<file path="config.mk">
export PLATFORM = sky130hd
export DESIGN_NAME = arbitro_somador
export DESIGN_NICKNAME = d
export VERILOG_FILES = /design/src/rtl/arbitro_somador.sv
export SDC_FILE = /design/constraint.sdc
export NUM_CORES = 1
export LEC_CHECK = 0
export CAP_MARGIN = 40
export CORE_ASPECT_RATIO = 1.25
export CORE_MARGIN = 4
export CORE_UTILIZATION = 40
export DETAILED_ROUTE_END_ITERATION = 8
export GPL_TIMING_DRIVEN = 0
export HOLD_SLACK_MARGIN = 0.06
export MAX_ROUTING_LAYER = met4
export PLACE_DENSITY = 0.77
export SLEW_MARGIN = 20
export SYNTH_ARGS = -nofsm -noshare
export SYNTH_HDL_FRONTEND = slang
export SYNTH_SLANG_ARGS = --single-unit
export TNS_END_PERCENT = 30
</file>
<file path="constraint.sdc">
create_clock -name clk -period 1.9 [get_ports clk]
set_input_delay 0.38 -clock clk [delete_from_list [all_inputs] [get_ports clk]]
set_output_delay 0.38 -clock clk [all_outputs]
set_load 0.03 [all_outputs]
</file>
<file path="src/rtl/arbitro_somador.sv">
// arbitro_somador: round-robin arbiter that shares one TAM-bit adder among NREQ requesters.
// Operands are latched at grant, and the registered {carry,sum} returns with a one-cycle ack.
module arbitro_somador #(
  parameter int TAM  = 8,
  parameter int NREQ = 4
) (
  input  logic              clk,
  input  logic              rst,
  input  logic [NREQ-1:0]   req,
  input  logic [NREQ*TAM-1:0] a_in,
  input  logic [NREQ*TAM-1:0] b_in,
  output logic [NREQ-1:0]   gnt,
  output logic [NREQ-1:0]   ack,
  output logic [TAM:0]      resultado,
  output logic              ocupado
);
  typedef enum logic [1:0] {IDLE, CALC, ACK} state_t;
  state_t r_state;
  logic [1:0] r_ptr, r_win, w_win, w_idx;
  logic [TAM-1:0] r_a, r_b;
  // Scan from the farthest ring position back to ptr so the nearest set bit wins.
  always_comb begin
    w_win = r_ptr;
    w_idx = r_ptr;
    for (int k = NREQ - 1; k >= 0; k--) begin
      w_idx = r_ptr + 2'(k);
      w_win = req[w_idx] ? w_idx : w_win;
    end
  end
  always_ff @(posedge clk) begin
    if (rst) begin
      r_state   <= IDLE;
      r_ptr     <= '0;
      r_win     <= '0;
      r_a       <= '0;
      r_b       <= '0;
      gnt       <= '0;
      ack       <= '0;
      resultado <= '0;
      ocupado   <= 1'b0;
    end else if (r_state == IDLE && |req) begin
      r_win   <= w_win;
      r_a     <= a_in[w_win*TAM +: TAM];
      r_b     <= b_in[w_win*TAM +: TAM];
      gnt     <= NREQ'(1) << w_win;
      ocupado <= 1'b1;
      r_state <= CALC;
    end else if (r_state == CALC) begin
      resultado <= {1'b0, r_a} + {1'b0, r_b};
      ack       <= gnt;
      r_state   <= ACK;
    end else if (r_state == ACK) begin
      ack     <= '0;
      gnt     <= '0;
      ocupado <= 1'b0;
      r_ptr   <= r_win + 2'd1;
      r_state <= IDLE;
    end
  end
endmodule

</file>
Word level (Yosys, flattened, before mapping)
Cells that the tools add are included.

Register bits after elaboration: 40.

$add $sub $neg: 5. Magnitude comparators: 4. Equality and inequality tests: 3. Shifts and indexed selects: 3. Muxes and demuxes: 22. Bitwise logic cells: 2. Reductions and logical operators: 11.

Operator list (count): $shiftx A32 B6 Y8 (2); $mux W4 (4); $lt A2 B3 Y1 const B (4); $mux W2 (6); $add A8 B8 Y9 (1); $bmux W1 S2 (4); $mux W1 (8); $reduce_and A2 Y1 (3); $add A2 B1 Y2 const B (2); $add A2 B2 Y2 const B (2); $reduce_bool A2 Y1 (2); $reduce_or A4 Y1 (1); $shl A1 B2 Y4 const A (1); $reduce_and A3 Y1 (1); $reduce_bool A3 Y1 (1); $eq A2 B1 Y1 const B (1); $eq A2 B2 Y1 const B (1); $logic_not A2 Y1 (1); $ne A2 B2 Y1 const B (1); $not A1 Y1 (2); $reduce_or A2 Y1 (1); $logic_and A1 B1 Y1 (1).

Logic depth before layout (Yosys ltp)
Gate-level depths: netlist (run 1).

Depth in word-level cells: 9. Depth in mapped cells: 8. Mapped depth without buffers: 7.

Least setup slack after synthesis (run 1)
Ideal clock, no wire load.

Path type: reg2reg. Start: register r_a[0]. End: register resultado[8]. Library setup time: 140 ps. Arrival time: 1655 ps. Setup slack: 105 ps. Cell stages (with the launch flop): 8. Period minus slack after synthesis: 1795 ps. Cells stage by stage: dfxtp_1 -> ha_1 -> fa_1 -> a21o_1 -> a21oi_1 -> o21ai_0 -> o21ai_0 -> a221oi_1.

Word-level cells in the longest chain between the ends: 1.

Ends and longest elaborated chain: from (decl) (line 20) `logic [TAM-1:0] r_a, r_b;`; from (signal assigned) (line 43) `r_a <= a_in[w_win*TAM +: TAM];`; $add A8 B8 Y9 (line 49) `resultado <= {1'b0, r_a} + {1'b0, r_b};`; to (signal assigned) (line 49); to (decl) (line 14) `output logic [TAM:0] resultado,`.

No other way between the ends. A chain may end at the register's enable or synchronous reset.

Worst setup path after layout (run 1)
Start: input req[3]. End: register gnt[0].

Word-level cells in the longest chain between the ends: 8. Elaborated cells between the ends (all ways): 19. Those cells by class: eq/ne (1); shift (1); mux (13); reduce/logical (4).

Ends and longest elaborated chain: from (decl) (line 9) `input logic [NREQ-1:0] req,`; $bmux W1 S2 (line 27) `w_win = req[w_idx] ? w_idx : w_win;`; $mux W1 (implied by the code) (line 27); $mux W2 (4 in a row) (line 27); $shl A1 B2 Y4 (line 45) `gnt <= NREQ'(1) << w_win;`; $mux W4 (line 41) `end else if (r_state == IDLE && |req) begin`; to (signal assigned) (line 45); to (decl) (line 12) `output logic [NREQ-1:0] gnt,`.

Several ways; a longest one is shown, not always the timed one. The select of a mux whose other input is x is not followed.

==> run_results.csv, run 1 <==
group,metric,value,unit
final_layout,stdcell_count,415,
synth,synthArstFlopShare,0,%
sta,hold_viol_final,0,
sta,worst_pin_slew,0.500,ns
clock_tree,clkLatencyLatePin,0.30,ns
route,dr.first_iter.drc_count,93,
sta,fin_crit_sh,97.5,%
setup_path,crit_arrival,2.08,ns
setup_path,crit_path_max_fanout,4,
final_layout,layout_common_cells,"clkdlybuf4s50_1, mux2i_1, dfxtp_1, nand2_1, nor2_1",
pwr,p_leak,1.35,nW
synth,syn_area_per_cell,9.20,µm²
route,wl,6100,µm
die,die_w,75.8,µm
setup_path,cp-startpoint,"req[3]",
final_layout,mostFrequentLayoutCell,"clkdlybuf4s50_1",
pwr,power.density,727,nW/µm²
route,drtAntennaViolNets,0,
synth,synth.net_count,332,
sta,slew_viol_final,0,
die,start_util,41.7,%
sta,max_freq,0.540,GHz
clock_tree,cts_hold_buf,0,
clock_tree,path_clk_slew,0.08,ns
setup_path,worstPathRequired,2.13,ns
global_routing,antenna_found_initial,0,
route,drc,0,
route,first_pass_iters,4,
synth,synth_warnings,0,
synth,syn_area,2300,µm²
synth,synth-edff-count,0,
global_routing,grt_pass1_vias,2196,
sta,fin_crit,1.85,ns
clock_tree,cts_htree_levels,2,
placement,port_buffers,87,
synth,ys_types,43,
clock_tree,cts_made_buffers,5,
synth,ys.flop_type,"dfxtp_1",
placement,placed_cell_area,3250,µm²
clock_tree,cts_tree,"built",
global_routing,grt_overflow,0,
setup_path,crit_path_start_kind,"input port",
setup_path,critPathCapture,"gnt[0]$_SDFFE_PP0P_",
flow_run,max_cap_viol_count,0,
synth,synth_cells,250,
setup_path,crit_type,"in -> reg",
placement,place_inst,401,
final_layout,areaGrowthSynthToFinish,50.9,%
placement,dp_hpwl,4680,µm
pwr,ir_drop,0.000451,V
clock_tree,cts-root-buf,"clkbuf_8",
clock_tree,clockBufferDepth,2,
sta,slew_headroom,66.6,%
route,via_per_inst,5.36,
sta,clock_skew,0.00678,ns
synth,seq_area_frac_synth,34.8,%
route,via_count,2226,
synth,synth-seq-cells,40,
die,die_h,92.8,µm
setup_path,r2r_cells,7,
sta,setup_viol,0,
setup_path,r2r-start,"r_ptr[1]$_SDFFE_PP0P_",
setup_path,crit_path_end_kind,"flip-flop",
sta,tns,0,ns
final_layout,postLayoutCellArea,3470,µm²
die,core-area,5520,µm²
die,io_pins,88,
route,routedWlPerCell,14.7,µm
final_layout,drive_gt1_share,12.0,%
status,status,"finished clean",
global_routing,grt_use_total,18.1,%
die,rows,30,
setup_path,r2r-end,"r_a[6]$_SDFFE_PP0P_",
final_layout,antenna_cells,0,
sta,grt_setup_unrepaired,"true",
final_layout,layout.nets,432,
worst_hold_path,min_path_type,"reg -> reg",
placement,gp_congestion,0.809,
clock_tree,cts_num_sinks,40,
global_routing,grt_first_pass_wirelength,9780,µm
setup_path,reg2reg_slack,0.12,ns
global_routing,grt_max_degree,14,
die,dieArea,7030,µm²
layer usage:
| metal | wire (µm) | up-vias | GRT usage (%) |
|---|---|---|---|
| met5 | 0 | - | - |
| met4 | 128 | 0 | 6.41 |
| met3 | 358 | 12 | 2.61 |
| met2 | 3060 | 77 | 30.1 |
| met1 | 2560 | 1019 | 21.9 |
| li1 | - | 1118 | - |
worst min-delay path by stage:
stage                        startpoint                  end  slack [ns]  cells past startpoint
finish              ack[2]$_SDFFE_PP0P_  ack[2]$_SDFFE_PP0P_        0.45                      2
global route        ack[1]$_SDFFE_PP0P_  ack[1]$_SDFFE_PP0P_        0.47                      2
CTS                 ack[2]$_SDFFE_PP0P_  ack[2]$_SDFFE_PP0P_        0.45                      2
detailed placement  ack[2]$_SDFFE_PP0P_  ack[2]$_SDFFE_PP0P_        0.44                      2
global placement    ack[2]$_SDFFE_PP0P_  ack[2]$_SDFFE_PP0P_        0.44                      2
floorplan           r_b[0]$_SDFFE_PP0P_  r_b[0]$_SDFFE_PP0P_        0.44                      2
through the flow:
stage / hold slack, ns / util (%) / power (W) / setup slack (ns)
global placement: 0.437 / 58.9 / 0.00177 / -0.473
detailed placement: 0.444 / 58.9 / 0.00179 / -0.499
global route: 0.472 / 62.9 / 0.00265 / -0.0153
finish: 0.454 / 62.9 / 0.00252 / 0.0473
CTS: 0.454 / 62.2 / 0.00252 / 0.00348
floorplan: 0.437 / - / 0.00148 / 0.105
timing repair:
item                       CTS  global route
pin swaps                    1             1
gates cloned                 2             0
gates resized for setup     12            17
setup buffers                2             2
setup endpoints to repair   22            28
critical path, stage by stage:
cell and delay (ns):
dlygate4sd2_1 0.25, or2_4 0.28, o21ai_1 0.11, a221oi_2 0.09
buf_4 0.14, buf_2 0.15, or4_1 0.51, a21oi_1 0.16
registers in the layout, indices dropped and copies added (netlist names):
name       flops
ack            4
gnt            4
ocupado        1
r_a            8
r_b            8
r_ptr          2
r_state        2
r_win          2
resultado      9
synth_stat cells, types with 2 or more instances:
master | instances | share of area (%)
nand2_1 | 32 | 5.2
nor2_1 | 19 | 3.1
buf_6 | 4 | 2.0
o221ai_1 | 16 | 6.1
a21oi_1 | 12 | 2.6
o21ai_0 | 5 | 1.1
buf_1 | 2 | 0.33
nor2b_1 | 5 | 1.4
nand3b_1 | 2 | 0.65
buf_2 | 5 | 1.1
a211oi_1 | 4 | 1.3
dfxtp_1 | 40 | 35
ha_1 | 11 | 6.0
a31oi_1 | 3 | 0.82
clkbuf_1 | 4 | 0.65
nor3b_1 | 4 | 1.3
mux2i_1 | 41 | 18
xnor2_1 | 3 | 1.1
o211ai_1 | 2 | 0.65
inv_1 | 6 | 0.98
nand4_1 | 4 | 1.1
nor3_1 | 2 | 0.44
o22ai_1 | 2 | 0.54
a21o_1 | 3 | 0.98
power breakdown:
| group | internal [W] | switching, W |
|---|---|---|
| registers | 0.000924 | 0.0000603 |
| clock network | 0.000389 | 0.000307 |
| logic | 0.000445 | 0.000397 |
layout make-up:
type / instances / area [µm²]
Buffer: 16 / 121
Clock buffer: 5 / 68.8
Clock inverter: 3 / 42.5
Fill cell: 491 / 2050
Inverter: 7 / 26.3
Multi-Input combinational cell: 187 / 1400
Sequential cell: 40 / 802
Tap cell: 64 / 80.1
Timing Repair Buffer: 93 / 927
cell families after synthesis:
kind of cell / Yosys count / share of synthesized area, %
buffers and inverters: 23 / 5.49
DFF: 40 / 34.8
xor gates and xnor gates: 4 / 1.52
muxes: 41 / 17.8
and+or+nand+nor: 76 / 16.0
AOI/OAI and AO/OA: 54 / 17.5
adders and majority gates: 12 / 6.86
Note: power is estimated with default switching activity, not from simulation.
==> run 2: changes to the inputs <==
--- a/config.mk
+++ b/config.mk
@@ -10,6 +10,7 @@
 export CORE_MARGIN = 4
 export CORE_UTILIZATION = 40
 export DETAILED_ROUTE_END_ITERATION = 8
+export GPL_ROUTABILITY_DRIVEN = 1
 export GPL_TIMING_DRIVEN = 0
 export HOLD_SLACK_MARGIN = 0.06
 export MAX_ROUTING_LAYER = met4
==> results of run 2 <==
Final layout, timing and power as in run 1 (identical DEF).
==> run 3: changes to the inputs <==
--- a/config.mk
+++ b/config.mk
@@ -13,7 +13,6 @@
 export GPL_ROUTABILITY_DRIVEN = 1
 export GPL_TIMING_DRIVEN = 0
 export HOLD_SLACK_MARGIN = 0.06
-export MAX_ROUTING_LAYER = met4
 export PLACE_DENSITY = 0.77
 export SLEW_MARGIN = 20
 export SYNTH_ARGS = -nofsm -noshare
==> run 3 against run 2 <==
Sequential power barely moved. Cell area rose by 0.11%. Total power rose by 0.14%. Combinational power barely moved. Clock power barely moved. Clock skew barely moved. First-iteration DRC count fell by 20%. Sequential cell count did not move. Final cell count rose by 0.24%. Die area did not move. Core utilization rose by 0.068 points. Worst hold slack got worse by 0.00096 ns. Critical endpoint unchanged. Largest power group unchanged.
==> run_results.csv, run 3 (synthesis results as in run 1) <==
group,metric,value,unit
final_layout,ff_latch_area,802,µm²
die,io_pins,88,
sta,tns,0,ns
clock_tree,cts_hold_buf,0,
setup_path,crit_arrival,2.08,ns
flow_run,max_cap_viol_count,0,
worst_hold_path,holdPathEnd,"ack[2]$_SDFFE_PP0P_",
die,rows,30,
sta,hold_viol_final,0,
final_layout,reg_top3,"resultado: 9 flops, r_a: 8 flops, r_b: 8 flops",
sta,fin_crit_sh,97.5,%
route,routedWlPerCell,14.6,µm
setup_path,reg2reg_slack,0.11,ns
global_routing,grt_max_degree,14,
route,drc,0,
route,via_count,2217,
global_routing,antenna_found_initial,0,
pwr,p_leak,1.35,nW
global_routing,grt_pass1_vias,2199,
sta,clock_skew,0.00664,ns
clock_tree,cts_tree,"built",
route,wl,6090,µm
die,die_w,75.8,µm
global_routing,grt_use_total,17.6,%
sta,grt_setup_unrepaired,"true",
placement,placed_cell_area,3250,µm²
final_layout,regMostFlops,"resultado",
final_layout,postLayoutCellArea,3470,µm²
setup_path,crit_path_end_kind,"flip-flop",
setup_path,worstPathRequired,2.13,ns
worst_hold_path,hold_depth,2,
pwr,power,0.00253,W
pwr,power.density,727,nW/µm²
clock_tree,cts-root-buf,"clkbuf_8",
setup_path,crit_path_max_fanout,4,
setup_path,crit_path_start_kind,"input port",
clock_tree,clockBufferDepth,2,
final_layout,areaGrowthSynthToFinish,51.1,%
setup_path,r2r-end,"resultado[4]$_SDFFE_PP0P_",
final_layout,multi_input_area,1400,µm²
sta,max_freq,0.540,GHz
setup_path,crit_type,"in -> reg",
final_layout,drive_gt1_share,11.9,%
final_layout,num-fill-cells,490,
clock_tree,path_clk_slew,0.08,ns
route,via_per_inst,5.33,
worst_hold_path,hold_start,"ack[2]$_SDFFE_PP0P_",
clock_tree,cts_made_buffers,5,
sta,whs,0.453,ns
placement,port_buffers,87,
global_routing,grt_first_pass_wirelength,9760,µm
final_layout,largest_reg_flops,9,
worst_hold_path,min_path_type,"reg -> reg",
route,dr.first_iter.drc_count,74,
final_layout,mostFrequentLayoutCell,"clkdlybuf4s50_1",
setup_path,r2r-start,"r_a[0]$_SDFFE_PP0P_",
final_layout,layout_common_cells,"clkdlybuf4s50_1, mux2i_1, dfxtp_1, nand2_1, nor2_1",
final_layout,stdcell_count,416,
global_routing,grt_overflow,0,
final_layout,antenna_cells,0,
placement,gp_congestion,0.797,
status,status,"finished clean",
sta,fin_crit,1.85,ns
die,start_util,41.7,%
clock_tree,cts_htree_levels,2,
die,die_h,92.8,µm
sta,slew_viol_final,0,
die,dieArea,7030,µm²
sta,slew_headroom,66.3,%
sta,worst_pin_slew,0.505,ns
die,core-area,5520,µm²
placement,dp_hpwl,4680,µm
placement,place_inst,401,
sta,setup_viol,0,
clock_tree,cts_num_sinks,40,
pwr,ir_drop,0.000456,V
route,first_pass_iters,4,
route,drtAntennaViolNets,0,
final_layout,layout.nets,433,
setup_path,r2r_cells,8,
clock_tree,clkLatencyLatePin,0.30,ns
[run 3: cell count changes in the layout (fill, tap and decap cells not counted)]
| cell | change |
|---|---|
| o21ai_2 | -1 |
| buf_4 | +1 |
| o21ai_1 | +1 |
[run 3: worst max path at each step]
stage	from	to	depth (start not counted)
after floorplan	r_a[0]$_SDFFE_PP0P_	resultado[8]$_SDFFE_PP0P_	7
after global placement	req[1]	r_a[4]$_SDFFE_PP0P_	7
after detailed placement	req[1]	r_b[4]$_SDFFE_PP0P_	8
after CTS	r_a[0]$_SDFFE_PP0P_	resultado[8]$_SDFFE_PP0P_	7
after global routing	r_a[1]$_SDFFE_PP0P_	resultado[5]$_SDFFE_PP0P_	6
final	req[3]	gnt[0]$_SDFFE_PP0P_	8
[run 3: what timing repair did]
item | in CTS | in global routing
endpoints found under the setup margin | 22 | 28
gates resized for setup | 12 | 16
setup buffers | 2 | 3
pin swaps | 1 | 2
gates cloned | 2 | 0
[run 3: final cells by class]
type / instances / area share (%)
flip-flops and latches: 40 / 23.1
well taps: 64 / 2.30
multi-input cells: 187 / 40.3
repair buffers: 94 / 26.9
clock inverters: 3 / 1.22
plain buffers: 16 / 3.49
inverters: 7 / 0.756
clock buffers: 5 / 1.98
[run 3: power breakdown]
group	switching, W	internal (W)
logic	0.000397	0.000447
clock network	0.000310	0.000389
registers	0.0000597	0.000924
total	0.000766	0.00176
[run 3: metal layers]
layer,up-vias,share of wire [%],GRT usage [%]
met5,-,0,0
met4,0,2.2,6.41
met3,11,6.1,2.82
met2,69,50,30.1
met1,1016,42,21.5
li1,1121,-,-
[run 3: worst max-delay path: stages]
cell	delay [ns]
dlygate4sd2_1	0.25
or2_4	0.28
o21ai_1	0.11
a221oi_2	0.09
buf_4	0.14
buf_2	0.15
or4_1	0.51
a21oi_1	0.16
[run 3: through the flow]
step	util [%]	setup WS, ns
detailed placement	58.9	-0.499
global placement	58.9	-0.473
finish	63.0	0.0476
floorplan	-	0.105
CTS	62.2	0.00348
global route	63.0	-0.0153
